$ cat src/rtl/tlp_header_router.sv
// tlp_header_router
//   Classifies an incoming request TLP header, builds the matching 96-bit
//   completion header and queues it with its payload in a small FIFO.
//   Unsupported requests are still queued. They carry an "unsupported request"
//   status and no destination, and they bump a saturating error counter.
//
// Ports
//   clk, rst                 : clock, synchronous active-high reset
//   in_valid/in_ready        : request handshake
//   in_header [127:0]        : request header, DW0 in bits [31:0]
//   in_payload [DATA_WIDTH]  : payload travelling with the header
//   out_valid/out_ready      : completion handshake (queue head)
//   out_header [95:0]        : generated completion header
//   out_payload [DATA_WIDTH] : payload, passed through unchanged
//   out_dest [2:0]           : 1 = cfg, 2 = mem, 3 = io, 0 = none
//   out_link [2:0]           : LINK_NUMBER[2:0]
//   level                    : queue occupancy
//   err_count [15:0]         : saturating count of unsupported requests
module tlp_header_router #(
  parameter int          LINK_NUMBER  = 0,
  parameter int          DATA_WIDTH   = 32,
  parameter int          FIFO_DEPTH   = 4,
  parameter logic [15:0] COMPLETER_ID = 16'hFFFF
) (
  input  logic                          clk,
  input  logic                          rst,
  input  logic                          in_valid,
  output logic                          in_ready,
  input  logic [127:0]                  in_header,
  input  logic [DATA_WIDTH-1:0]         in_payload,
  output logic                          out_valid,
  input  logic                          out_ready,
  output logic [95:0]                   out_header,
  output logic [DATA_WIDTH-1:0]         out_payload,
  output logic [2:0]                    out_dest,
  output logic [2:0]                    out_link,
  output logic [$clog2(FIFO_DEPTH):0]   level,
  output logic [15:0]                   err_count
);

  localparam int PTR_W = $clog2(FIFO_DEPTH);
  localparam int LVL_W = PTR_W + 1;
  localparam logic [LVL_W-1:0] DEPTH_L   = LVL_W'(FIFO_DEPTH);
  localparam logic [2:0]       LINK_BITS = 3'(LINK_NUMBER);

  typedef enum logic [2:0] {
    DEST_NONE = 3'd0,
    DEST_CFG  = 3'd1,
    DEST_MEM  = 3'd2,
    DEST_IO   = 3'd3
  } dest_e;

  logic [95:0]           hdr_mem  [FIFO_DEPTH];
  logic [DATA_WIDTH-1:0] pay_mem  [FIFO_DEPTH];
  dest_e                 dest_mem [FIFO_DEPTH];

  logic [PTR_W-1:0] wr_ptr;
  logic [PTR_W-1:0] rd_ptr;
  logic             accept;
  logic             pop;

  logic [2:0]  fmt;
  logic [4:0]  typ;
  logic        is_mrd;
  logic        is_mwr;
  logic        is_io;
  logic        is_cfg;
  logic        supported;
  logic [95:0] new_hdr;
  dest_e       new_dest;

  // Reset is folded into the handshakes so that nothing is accepted or popped
  // in the reset cycle.
  assign in_ready  = !rst && (level < DEPTH_L);
  assign out_valid = !rst && (level != '0);
  assign accept    = in_valid && in_ready;
  assign pop       = out_valid && out_ready;
  assign out_link  = LINK_BITS;

  // The head is masked so that an empty queue presents all-zero outputs.
  assign out_header  = out_valid ? hdr_mem[rd_ptr]  : '0;
  assign out_payload = out_valid ? pay_mem[rd_ptr]  : '0;
  assign out_dest    = out_valid ? dest_mem[rd_ptr] : DEST_NONE;

  // Completion header generation.
  always_comb begin
    // NOTE: every output of this block gets a default first, so no path can
    // leave a value unassigned and infer a latch.
    fmt       = in_header[31:29];
    typ       = in_header[28:24];
    is_mrd    = (typ == 5'b00000) && (fmt[2:1] == 2'b00);
    is_mwr    = (typ == 5'b00000) && (fmt[2:1] == 2'b01);
    is_io     = (typ == 5'b00010);
    is_cfg    = (typ[4:1] == 4'b0010);
    supported = is_mrd || is_mwr || is_io || is_cfg;
    new_hdr   = '0;
    new_dest  = DEST_NONE;

    if (supported) begin
      new_hdr[9:0]   = in_header[9:0];
      new_hdr[28:12] = in_header[28:12];
      new_hdr[63:48] = COMPLETER_ID;
      new_hdr[79:72] = in_header[47:40];
      new_hdr[95:80] = in_header[63:48];
      if (is_mrd) begin
        new_hdr[31:29] = 3'b010;
        // A length field of 0 encodes 1024 DW, which is 4096 bytes.
        new_hdr[44:32] = (in_header[9:0] == 10'd0) ? 13'd4096
                                                   : {1'b0, in_header[9:0], 2'b00};
        // The lower address comes from DW2 for 3DW headers and from DW3 for
        // 4DW headers (fmt bit 0 set).
        new_hdr[70:64] = in_header[29] ? {in_header[102:98], 2'b00}
                                       : {in_header[70:66], 2'b00};
      end else begin
        new_hdr[44:32] = 13'd4;
      end
      new_dest = is_cfg ? DEST_CFG : (is_io ? DEST_IO : DEST_MEM);
    end else begin
      new_hdr[47:45] = 3'b001;
    end
  end

  // NOTE: the queue storage has no reset. Validity is tracked by the pointers
  // and the level, and the outputs are masked when the queue is empty.
  always_ff @(posedge clk) begin
    if (accept) begin
      hdr_mem[wr_ptr]  <= new_hdr;
      pay_mem[wr_ptr]  <= in_payload;
      dest_mem[wr_ptr] <= new_dest;
    end
  end

  // NOTE: sequential state uses non-blocking assignments only, so every
  // update here sees the values from before the edge.
  always_ff @(posedge clk) begin
    if (rst) begin
      wr_ptr    <= '0;
      rd_ptr    <= '0;
      level     <= '0;
      err_count <= '0;
    end else begin
      // The pointers are PTR_W bits wide, so they wrap modulo FIFO_DEPTH.
      if (accept) wr_ptr <= wr_ptr + PTR_W'(1);
      if (pop)    rd_ptr <= rd_ptr + PTR_W'(1);
      case ({accept, pop})
        2'b10:   level <= level + LVL_W'(1);
        2'b01:   level <= level - LVL_W'(1);
        default: level <= level;
      endcase
      if (accept && !supported && (err_count != 16'hFFFF))
        err_count <= err_count + 16'd1;
    end
  end

endmodule

$ cat config.mk
export PLATFORM = sky130hd
export DESIGN_NAME = tlp_header_router
export DESIGN_NICKNAME = d
export VERILOG_FILES = /design/src/rtl/tlp_header_router.sv
export SDC_FILE = /design/constraint.sdc
export NUM_CORES = 1
export LEC_CHECK = 0
export BUFFER_PORTS_ARGS = -buffer_cell sky130_fd_sc_hd__buf_2
export CAP_MARGIN = 5
export CORE_ASPECT_RATIO = 0.6
export CORE_UTILIZATION = 25
export CTS_CLUSTER_DIAMETER = 100
export DETAILED_ROUTE_END_ITERATION = 12
export MAX_ROUTING_LAYER = met4
export SLEW_MARGIN = 20
export SYNTH_ARGS = -nofsm -noshare
export SYNTH_HDL_FRONTEND = slang
export SYNTH_SLANG_ARGS = --single-unit
$ cat constraint.sdc
create_clock -name clk -period 3.8 [get_ports clk]
set_clock_uncertainty 0.1 [all_clocks]
set_input_delay 0.19 -clock clk [delete_from_list [all_inputs] [get_ports clk]]
set_output_delay 0.19 -clock clk [all_outputs]
set_load 0.005 [all_outputs]
==> results by group <==
Global routing
  • Wire length of the first global-routing pass: 60200 um
  • Total congestion overflow after global routing: 0
  • Global routing usage summed across all routing layers: 11.4%
  • Maximum number of pins on one net before global-route repair: 107
  • Initial antenna violation count: 0
  • Via count of the first global-routing pass: 10100

STA
  • Maximum achievable frequency: 336 MHz
  • Setup ws final: 0.828 ns
  • Worst hold slack: 0.0613 ns
  • Total count of max-transition violations in the final report: 0
  • Final hold violation count: 0
  • Rel. slew slack: 44.8%
  • Slew of the pin with the lowest slew margin: 0.828 ns
  • Time the final worst path needs with I/O delays and setup: 2.97 ns
  • Setup repair after global routing missed its margin: false
  • Final worst path period share: 78.2%
  • Setup TNS: 0 ns
  • Final setup violation count: 0

Finish
  • Layout Utilization: 31.9%
  • Net count reported at finish: 1439
  • Finished layout cell area: 0.0223 mm^2
  • Ratio of cells with drive above 1 in the final layout: 33.9%
  • Antenna diode count: 0
  • Relative area change from synthesis to final layout: 26.2%
  • Count of non-filler cells in the finished layout: 2223

Setup path
  • Worst path required time: 3.51 ns
  • CP endpoint: out_header[43]
  • Worst endpoint data arrival time: 2.68 ns
  • Worst path max stage delay: 0.88 ns
  • Startpoint types: register
  • Worst Reg-to-Reg Cells: 8
  • Register-to-register setup slack: 1.45 ns
  • Worst reg2reg path startpoint: level[2]
  • Cell with the biggest individual delay on the critical path: sky130_fd_sc_hd__dfxtp_4
  • Worst Path Max Fanout: 34
  • Worst flop-to-flop path endpoint: level[2]
  • Critical Path Sink Type: output port
  • Classification of the worst setup path: register to output port
  • Worst path cell trace: buf_4, mux4_2, and2_1, buf_2

Yosys
  • Count of state elements after synthesis: 441
  • Cell variety after synth: 45
  • Post-synth design cell area: 0.0177 mm^2
  • Sequential area share after synthesis: 73.4%
  • Mean area per synthesized cell: 19.2 um^2
  • Cells after synthesis: 924
  • Yosys warnings: 0

Min path
  • Hold Path Class: input port to register

Clock network
  • Register clock-pin slew on the reported worst setup and hold paths: 0.06 ns
  • Number of sinks on the clock net: 441
  • Insertion delay of the later-clocked pin in the worst-skew pair: 0.57 ns
  • Clock tree from TritonCTS: built
  • Root Buffer Master: sky130_fd_sc_hd__clkbuf_16
  • Maximum count of clock buffers along a single path: 3
  • H-Tree Level Count: 2
  • PostCTS Resize Cnt: 0
  • CTS buffer count: 44

Pwr
  • Leak: 7.80 nW
  • Power density over the cells: 466 mW/mm^2
  • Peak supply drop: 0.000276 V
  • Post-route total power: 10.4 mW

Routing
  • Number of iterations in the first detailed-routing pass: 5
  • Detail-routed via count per cell: 4.22
  • Post-route DRC: 0
  • Per-cell routed wire length: 17.9 um
  • Overall via count from detail_route: 9381
  • Residual antenna-violating net count after detailed routing: 0
  • Wirelength, routed: 39700 um
  • Initial detailed-routing violation count: 504

Placed design
  • GPL Wtd Cong: 0.780
  • Sum of net half-perimeters after detailed placement: 23200 um
  • Worst slack, placed: 1.30 ns
  • Placed instance count: 2052
  • Post-Place Cell Area: 0.0201 mm^2
  • Count of input and output buffers: 239

Die
  • I/O pins: 319
  • Chip Width: 346 um
  • Site Rows: 75
  • Die boundary height: 208 um
  • Effective utilization at floorplan: 25.3%
  • Area of the die: 0.0719 mm^2
  • Core Area: 0.0700 mm^2

Run
  • Reported max-cap violation count: 0

Run status
  • Outcome: completed
[metal layers]
layer | GRT usage [%] | share of wire (%)
met4 | 2.74 | 1.6
met5 | - | 0
met2 | 18.5 | 49
met1 | 14.5 | 45
met3 | 2.46 | 4.5
[layout make-up]
cell class                 count  area, um^2
fill                        6751       47700
sequential                   441       13000
multi-input combinational    418        4360
timing repair buffer         354        2440
clock buffer                  61        1200
tap                          924        1160
clock inverter                16         144
inverter                       9        33.8
[logic make-up after synthesis]
group / synth area share [%]
AOI/OAI and AO/OA: 1.15
DFF: 73.4
xor gates and xnor gates: 0.544
adders and majority gates: 0.537
buffers and inverters: 2.62
muxes: 13.7
other: 0.0212
and+or+nand+nor: 8.06
[report_power, final]
| group | switching [mW] | total [mW] | internal, mW |
|---|---|---|---|
| combinational | 0.416 | 0.835 | 0.420 |
| sequential | 0.0545 | 5.47 | 5.42 |
| clock | 1.77 | 4.11 | 2.34 |
[critical path, delay by kind of cell (launching register included)]
kind                   cells  cell delay (ns)
flip-flops                 1             0.88
buffers and inverters      2             0.46
AND/OR/NAND/NOR            1             0.18
multiplexers               1             0.55
[flip-flops by register name, indices dropped and copies added, names as in the netlist, named ones only]
register / cells
wr_ptr: 2
err_count: 16
pay_mem: 128
rd_ptr: 2
hdr_mem: 280
dest_mem: 8
level: 3
[worst min path at each step]
stage                    from        endpoint  slack (ns)  cells after the start
6_report        in_header[26]  dest_mem[2][1]        0.06                      3
5_1_grt         in_header[98]  hdr_mem[3][62]        0.07                      3
4_1_cts         in_header[26]  dest_mem[2][1]       0.009                      3
3_5_place_dp   in_payload[11]  pay_mem[0][11]        0.31                      1
3_3_place_gp   in_payload[18]  pay_mem[3][18]        0.30                      1
2_1_floorplan   in_payload[0]   pay_mem[0][0]        0.19                      0
[cells in the final DEF, fill, tap and decap left out, types with 6 or more instances in the layout]
cell type                       count
sky130_fd_sc_hd__and2_1           159
sky130_fd_sc_hd__buf_12            12
sky130_fd_sc_hd__buf_2            239
sky130_fd_sc_hd__buf_4              9
sky130_fd_sc_hd__clkbuf_1          15
sky130_fd_sc_hd__clkbuf_16         45
sky130_fd_sc_hd__clkinv_1           6
sky130_fd_sc_hd__conb_1            23
sky130_fd_sc_hd__dfxtp_1           23
sky130_fd_sc_hd__dlygate4sd3_1     94
sky130_fd_sc_hd__edfxtp_1         416
sky130_fd_sc_hd__ha_1               6
sky130_fd_sc_hd__inv_1              8
sky130_fd_sc_hd__mux2i_1            7
sky130_fd_sc_hd__mux4_2           104
sky130_fd_sc_hd__nand2_1            7
sky130_fd_sc_hd__nand3_1            6
sky130_fd_sc_hd__nor2_1            25
sky130_fd_sc_hd__nor4_1             8
sky130_fd_sc_hd__xor2_1             7
[repair_timing]
| action | CTS | global route |
|---|---|---|
| setup buffers | 0 | 0 |
| hold buffers | 94 | 0 |
| hold endpoints to repair | 400 | 0 |
[synthesized netlist by cell type, drive strengths merged]
cell	count	area (um^2)
edfxtp	416	12500
and2	160	1000
mux4	104	2340
buf	49	322
clkbuf	29	109
nor2	27	109
dfxtp	25	500
inv	9	33.8
and3	8	50.1
nor4	8	50.1
mux2i	7	70.1
nand2	7	26.3
xor2	7	61.3
ha	6	75.1
nand3	6	30.0
o21ai	6	41.3
a21oi	5	25.0
o31ai	5	37.5
nor2b	4	25.0
nor3	4	20.0
o2111ai	4	35.0
or4	4	33.8
xnor2	4	35.0
nand4	3	25.0
or3	3	18.8
o21ba	2	20.0
o31a	2	17.5
or2	2	12.5
a211oi	1	20.0
conb	1	3.75
fa	1	20.0
mux2	1	11.3
nand2b	1	6.26
nor3b	1	7.51
nor4b	1	8.76
o21a	1	7.51
No activity file was read; power rests on OpenSTA's default activity.
